==> config.mk <==
export PLATFORM = sky130hd
export DESIGN_NAME = ps2_host_tx
export DESIGN_NICKNAME = d
export VERILOG_FILES = /design/src/rtl/ps2_host_tx.sv
export SDC_FILE = /design/constraint.sdc
export NUM_CORES = 1
export LEC_CHECK = 0
export BUFFER_PORTS_ARGS = -buffer_cell sky130_fd_sc_hd__buf_2
export CAP_MARGIN = 20
export CORE_MARGIN = 4
export CORE_UTILIZATION = 43
export DETAILED_ROUTE_END_ITERATION = 16
export SKIP_LAST_GASP = 1
export SLEW_MARGIN = 10
export SYNTH_ARGS = -nofsm -noshare
export SYNTH_HDL_FRONTEND = slang
export SYNTH_SLANG_ARGS = --single-unit
==> constraint.sdc <==
create_clock -name CLOCK -period 1.8 [get_ports CLOCK]
set_input_delay 0 -clock CLOCK [delete_from_list [all_inputs] [get_ports CLOCK]]
set_output_delay 0 -clock CLOCK [all_outputs]
set_load 0.005 [all_outputs]
==> src/rtl/ps2_host_tx.sv <==
// Host-to-device PS/2 transmitter: inhibit, request-to-send, 11 device-clocked
// bits and ACK, driving the open-drain lines through pull-low enables.
module ps2_host_tx #(
    parameter int INHIBIT_CYCLES = 5000,
    parameter int TIMEOUT_CYCLES = 750000
) (
    input  logic       CLOCK,
    input  logic       RESET,
    input  logic [7:0] TX_Data,
    input  logic       TX_Start,
    input  logic       SCL_IN,
    input  logic       SDA_IN,
    output logic       SCL_OE,
    output logic       SDA_OE,
    output logic       Busy,
    output logic       Done,
    output logic       Ack_Error,
    output logic       Timeout_Error
);

    localparam int IW = $clog2(INHIBIT_CYCLES + 1);
    localparam logic [IW-1:0] INH_LAST = IW'(INHIBIT_CYCLES - 1);
    localparam logic [IW-1:0] INH_PRE  = IW'(INHIBIT_CYCLES - 2);
    localparam logic [19:0]   TMO      = 20'(TIMEOUT_CYCLES);

    typedef enum logic [2:0] {
        S_IDLE, S_INHIBIT, S_RTS, S_DATA, S_ACK, S_WAIT_IDLE, S_DONE
    } state_t;

    state_t        state_q, state_d;
    logic [IW-1:0] inh_q, inh_d;
    logic [19:0]   tmr_q, tmr_d;
    logic [3:0]    bit_q, bit_d;
    logic [8:0]    shift_q, shift_d;
    logic          scl_oe_q, scl_oe_d, sda_oe_q, sda_oe_d;
    logic          ack_q, ack_d, to_q, to_d;
    logic          scl_s1_q, scl_s2_q, scl_prev_q, sda_s1_q, sda_s2_q;
    logic          fall, timed;

    // Synchronisers idle high so reset does not fake a falling edge.
    always_ff @(posedge CLOCK) begin
        if (RESET) begin
            scl_s1_q   <= 1'b1;
            scl_s2_q   <= 1'b1;
            scl_prev_q <= 1'b1;
            sda_s1_q   <= 1'b1;
            sda_s2_q   <= 1'b1;
        end else begin
            scl_s1_q   <= SCL_IN;
            scl_s2_q   <= scl_s1_q;
            scl_prev_q <= scl_s2_q;
            sda_s1_q   <= SDA_IN;
            sda_s2_q   <= sda_s1_q;
        end
    end

    assign fall  = scl_prev_q & ~scl_s2_q;
    assign timed = (state_q == S_RTS) || (state_q == S_DATA) ||
                   (state_q == S_ACK) || (state_q == S_WAIT_IDLE);

    always_comb begin
        state_d  = state_q;
        inh_d    = inh_q;
        tmr_d    = tmr_q;
        bit_d    = bit_q;
        shift_d  = shift_q;
        scl_oe_d = scl_oe_q;
        sda_oe_d = sda_oe_q;
        ack_d    = ack_q;
        to_d     = to_q;
        if (timed) tmr_d = fall ? 20'd0 : tmr_q + 20'd1;
        case (state_q)
            S_IDLE: begin
                scl_oe_d = 1'b0;
                sda_oe_d = 1'b0;
                if (TX_Start) begin
                    shift_d  = {~^TX_Data, TX_Data};
                    inh_d    = '0;
                    bit_d    = 4'd0;
                    ack_d    = 1'b0;
                    to_d     = 1'b0;
                    scl_oe_d = 1'b1;
                    state_d  = S_INHIBIT;
                end
            end
            S_INHIBIT: begin
                inh_d = inh_q + 1'b1;
                if (inh_q == INH_PRE) sda_oe_d = 1'b1;
                if (inh_q == INH_LAST) begin
                    scl_oe_d = 1'b0;
                    sda_oe_d = 1'b1;
                    tmr_d    = 20'd0;
                    state_d  = S_RTS;
                end
            end
            S_RTS: begin
                if (fall) begin
                    sda_oe_d = ~shift_q[0];
                    shift_d  = {1'b0, shift_q[8:1]};
                    bit_d    = 4'd1;
                    state_d  = S_DATA;
                end
            end
            S_DATA: begin
                // bit_q counts edges already seen; the 10th edge is the stop bit.
                if (fall) begin
                    bit_d = bit_q + 4'd1;
                    if (bit_q == 4'd9) begin
                        sda_oe_d = 1'b0;
                        state_d  = S_ACK;
                    end else begin
                        sda_oe_d = ~shift_q[0];
                        shift_d  = {1'b0, shift_q[8:1]};
                    end
                end
            end
            S_ACK: begin
                if (fall) begin
                    ack_d   = sda_s2_q;
                    state_d = S_WAIT_IDLE;
                end
            end
            S_WAIT_IDLE: begin
                if (scl_s2_q && sda_s2_q) state_d = S_DONE;
            end
            S_DONE:  state_d = S_IDLE;
            default: state_d = S_IDLE;
        endcase
        if (timed && tmr_q == TMO) begin
            scl_oe_d = 1'b0;
            sda_oe_d = 1'b0;
            ack_d    = 1'b0;
            to_d     = 1'b1;
            state_d  = S_DONE;
        end
    end

    always_ff @(posedge CLOCK) begin
        if (RESET) begin
            state_q  <= S_IDLE;
            inh_q    <= '0;
            tmr_q    <= 20'd0;
            bit_q    <= 4'd0;
            shift_q  <= 9'd0;
            scl_oe_q <= 1'b0;
            sda_oe_q <= 1'b0;
            ack_q    <= 1'b0;
            to_q     <= 1'b0;
        end else begin
            state_q  <= state_d;
            inh_q    <= inh_d;
            tmr_q    <= tmr_d;
            bit_q    <= bit_d;
            shift_q  <= shift_d;
            scl_oe_q <= scl_oe_d;
            sda_oe_q <= sda_oe_d;
            ack_q    <= ack_d;
            to_q     <= to_d;
        end
    end

    assign SCL_OE        = scl_oe_q;
    assign SDA_OE        = sda_oe_q;
    assign Busy          = (state_q != S_IDLE);
    assign Done          = (state_q == S_DONE);
    assign Ack_Error     = ack_q;
    assign Timeout_Error = to_q;

endmodule

Word level (Yosys, flattened, before mapping)
Cells that the tools add are included.
- bits in latches: 0
- memories kept: 0
- register bits after elaboration: 58
- logic and storage cells: 109
- bits in writable memories: 0
- ROM bits: 0
- output and inout port bits: 6
- divide/modulo/power cells: 0
- $mul: 0
- shift operators: 0
- reduce and logical (&&, ||, !) cells: 24
- eq/ne operators: 26
- magnitude comparators: 0
- multiplexer cells: 38
- bitwise operators: 3
- $add $sub $neg: 3
- operators with widths (kind ; number):
    $mux 20 ; 4
    $mux 9 ; 4
    $pmux 9 s3 ; 1
    $eq 13x13->1 const B ; 2
    $pmux 13 s2 ; 1
    $mux 3 ; 8
    $add 20x1->20 const B ; 1
    $eq 20x20->1 const B ; 1
    $pmux 3 s6 ; 1
    $reduce_and 7->1 ; 2
    $add 13x1->13 const B ; 1
    $mux 13 ; 1
    $mux 4 ; 3
    $ne 2x2->1 const B ; 6
    $pmux 4 s3 ; 1
    $mux 1 ; 11
    $eq 3x3->1 const B ; 3
    $ne 3x2->1 const B ; 3
    $ne 3x3->1 const B ; 3
    $reduce_and 4->1 ; 2
    $reduce_bool 2->1 ; 4
    $reduce_xnor 8->1 ; 1
    $eq 3x2->1 const B ; 2
    $ne 3x1->1 const B ; 2
    other kinds (17) ; 26

Logic depth before layout (Yosys ltp)
- depth in word-level cells: 7
- depth in mapped cells: 7
- gate-level depth less buffers: 6

Worst setup path after synthesis
OpenSTA, ideal clock, no wires.
- kind: register -> register
- start point: reg state_q[2]
- end point: reg inh_q[3]
- path buffers: 2
- cell stages (with the launch flop): 7
- data arrival time: 1660 ps
- period minus slack after synthesis: 1792 ps
- slack: 8 ps
- cell sequence: dfxtp_1 -> buf_4 -> clkbuf_1 -> nor4b_1 -> nor2_1 -> o21ai_0 -> a21oi_1
- cells in the longest elaborated chain, start to end: 3
- RTL lines (item ; line ; source):
    start: declaration ; 30 ; state_t state_q, state_d;
    start signal: assignment ; 150 ; state_q <= state_d;
    $eq 3x1->1 or $logic_not 3->1 (tied branches) ; 72 ; case (state_q)
    $reduce_bool 2->1 (no line) or $ne 2x2->1 (tied branches) ; n/a ;
    $reduce_and 2->1 (no line) ; n/a ;
    end signal: assignment ; 151 ; inh_q <= inh_d;
    end: declaration ; 31 ; logic [IW-1:0] inh_q, inh_d;
Several ways; a longest one is shown, not always the timed one.
A chain may end at the register's enable or synchronous reset.

Worst setup path after layout
- start point: reg state_q[1]
- end point: reg inh_q[12]
The elaborated chain is that of the path after synthesis.

==> impl_metrics.py <==
metrics = {
    "detailed_routing": {
        "routed_via_density": 5.618,
        "final_antenna_net_count": 0,
        "drc": 0,
        "wl_um": 7873,
        "drt_iter0_markers": 94,
        "vias": 3017,
        "post_drt_wl_per_cell_um": 14.66,
        "first_pass_iters": 4,
    },
    "placed_design": {
        "placed_cell_area_mm2": 0.003511,
        "post-place-cells": 511,
        "portBuffers": 18,
        "dp_slack_ns": -0.2637,
        "place.gp.congestion": 0.8532,
        "hpwl_um": 5444,
    },
    "setup_path": {
        "path_cells": "buf_4 > and4bb_2 > nand3_1 > nor4_2 > mux2_2",
        "critPathLaunch": "state_q[1]",
        "r2r-end": "inh_q[12]",
        "path_class": "flop to flop",
        "crit_family": "simple AND/OR/NAND/NOR gates",
        "cp-end-kind": "flop",
        "required_ns": 2.02,
        "crit_path_start_kind": "flop",
        "cp_max_fo": 4,
        "r2r_setup_slack_ns": 0.02,
        "reg2reg_depth": 5,
        "crit_path_max_incr_delay_ns": 0.37,
        "slowest_stage": "mux2_2",
        "rr_startpoint": "state_q[1]",
        "crit_arrival_ns": 1.99,
        "cp_num_buf_inv": 1,
    },
    "power": {
        "p_leak_nw": 1.403,
        "power.total_mw": 4.290,
        "power_density_mw_per_mm2": 1097,
        "vdd_drop_max_v": 0.0005778,
    },
    "clock_network": {
        "cts_max_level": 3,
        "clk_latency_ns": 0.33,
        "cts_sinks": 58,
        "cts_tree": "built",
        "clk_path_buf_depth": 2,
        "clk_pin_slew_worst_paths_ns": 0.07,
        "root_buffer": "clkbuf_8",
        "cts_made_buffers": 9,
    },
    "die": {
        "start_util_pct": 45.16,
        "io_pins": 19,
        "dieArea_mm2": 0.008681,
        "die_h_um": 93.17,
        "die_w_um": 93.17,
        "core_area_mm2": 0.006907,
        "fp-row-count": 30,
    },
    "final_layout": {
        "fin_util_pct": 56.59,
        "drive_above_1_share_pct": 22.68,
        "instances_no_fill": 537,
        "nFillCells": 665,
        "nets": 457,
        "multi_input_comb_area_mm2": 0.001873,
        "num_antenna_cells": 0,
        "final_cell_area_mm2": 0.003909,
        "seqCellArea_mm2": 0.001167,
        "area_growth_pct": 25.31,
    },
    "synthesis": {
        "avgSynthCellArea_um2": 8.144,
        "synth_commonest_cells": "dfxtp_1 (58), nor2_1 (36), nand2_1 (34)",
        "syn_inst": 383,
        "yosysMostFrequentCell": "dfxtp_1",
        "synth_top_area_share_pct": 37.22,
        "synth-seq-cells": 58,
        "synth-edff-count": 0,
        "synth_top_cell_by_area": "dfxtp_1",
        "synth_cell_types": 57,
        "synth-main-ff-cell": "dfxtp_1",
        "synthArstFlopShare_pct": 0,
        "syn-num-nets": 402,
        "ys_seq_area_share_pct": 37.22,
        "yosys-top-cells-area": "dfxtp_1 (37%), a21oi_1 (4.5%), nor2_1 (4.3%)",
        "ys_warn_count": 0,
        "netlist_area_mm2": 0.003119,
    },
    "worst_hold_path": {
        "hold_end": "inh_q[7]",
        "holdCritPathClass": "input pin to flop",
        "hold_depth": 2,
        "min_from": "RESET",
    },
    "timing": {
        "fin_worst_skew_ns": 0.009880,
        "whs_ns": 0.1027,
        "worst_slack_ns": 0.02326,
        "fmax_mhz": 562.8,
        "hold_viol_final": 0,
        "setup_viol": 0,
        "relSlewSlack_pct": 66.65,
        "min_period_ns": 1.777,
        "worst_slew_pin_slew_ns": 0.4964,
        "drv_slew": 0,
        "period_share_pct": 98.71,
        "tns_ns": 0,
    },
    "global_route": {
        "grt_pass1_vias": 2817,
        "antenna_found_initial": 0,
        "grtUsageTotal_pct": 18.55,
        "grt_max_degree": 27,
        "overflow": 0,
        "grt_pass1_wl_um": 13080,
    },
    "run_status": {
        "status": "complete, no violations",
    },
    "run": {
        "cap_violations": 0,
    },
}
-- cells by family (layout without fill, tap and decap cells) --
| group | after synthesis | after routing | synth area share (%) |
|---|---|---|---|
| AND/OR/NAND/NOR | 178 | 179 | 31.57 |
| adder cells (fa/ha/maj) | 7 | 7 | 2.728 |
| flip-flops | 58 | 58 | 37.22 |
| multiplexers | 6 | 6 | 2.086 |
| AO/OA/AOI/OAI | 84 | 84 | 17.53 |
| buffers and inverters | 36 | 93 | 4.934 |
| XOR/XNOR | 14 | 14 | 3.931 |
-- worst max path at each step --
stage,to,depth (start not counted)
2_1_floorplan,inh_q[3],6
3_3_place_gp,shift_q[2],6
3_5_place_dp,shift_q[0],6
4_1_cts,shift_q[0],6
5_1_grt,tmr_q[16],4
6_report,inh_q[12],5
-- worst register-to-register path: cells and delay by family (launching register included) --
family / cells / cell delay, ns
multiplexers: 1 / 0.37
flip-flops: 1 / 0.35
AND/OR/NAND/NOR: 3 / 0.79
buffers and inverters: 1 / 0.15
-- registers in the layout, indices dropped and copies added, names as in the netlist --
signal         count
SDA_OE             1
scl_prev_q         1
state_q            3
Ack_Error          1
inh_q             13
shift_q            9
Timeout_Error      1
sda_s1_q           1
tmr_q             20
scl_s1_q           1
SCL_OE             1
sda_s2_q           1
scl_s2_q           1
bit_q              4
-- repair_timing --
item | in CTS | in global routing
pin swaps | 0 | 3
gates resized for setup | 3 | 15
hold buffers | 10 | 0
gates cloned | 0 | 1
buffers inserted | 0 | 1
setup endpoints to repair | 19 | 25
endpoints found under the hold margin | 10 | 0
-- power by group --
| group | internal [mW] | leakage, nW | total [mW] | switching (mW) |
|---|---|---|---|---|
| clock | 0.695 | 0.101 | 1.19 | 0.494 |
| sequential | 1.43 | 0.473 | 1.53 | 0.102 |
| combinational | 0.741 | 0.829 | 1.57 | 0.829 |
-- cell usage in the layout, fill, tap and decap left out, types with 6 or more instances in the layout --
| cell type | count |
|---|---|
| dfxtp_1 | 55 |
| nor2_1 | 36 |
| nand2_1 | 34 |
| buf_4 | 32 |
| a21oi_1 | 27 |
| nand3_1 | 18 |
| buf_2 | 18 |
| o21ai_0 | 17 |
| inv_1 | 14 |
| nand4_1 | 14 |
| clkbuf_8 | 11 |
| dlygate4sd3_1 | 10 |
| xnor2_1 | 9 |
| a311oi_1 | 9 |
| o31ai_1 | 8 |
| or4_1 | 8 |
| nor3_1 | 7 |
| or3_1 | 6 |
| or2_2 | 6 |
| ha_1 | 6 |
-- per-layer routing --
layer,wire length (µm),up-vias,global-route usage (%)
met1,3823,1415,25.26
met4,106,0,8.059
met3,306,11,3.540
li1,-,1529,-
met2,3636,62,28.55
met5,0,-,0
-- area by class of cell --
| class | count | share of cell area (%) |
|---|---|---|
| clock inverter | 3 | 1.024 |
| sequential | 58 | 29.87 |
| multi-input combinational | 290 | 47.92 |
| inverter | 14 | 1.344 |
| timing repair buffer | 65 | 12.90 |
| tap | 96 | 3.073 |
| clock buffer | 11 | 3.873 |
(Power assumes the default switching activity.)
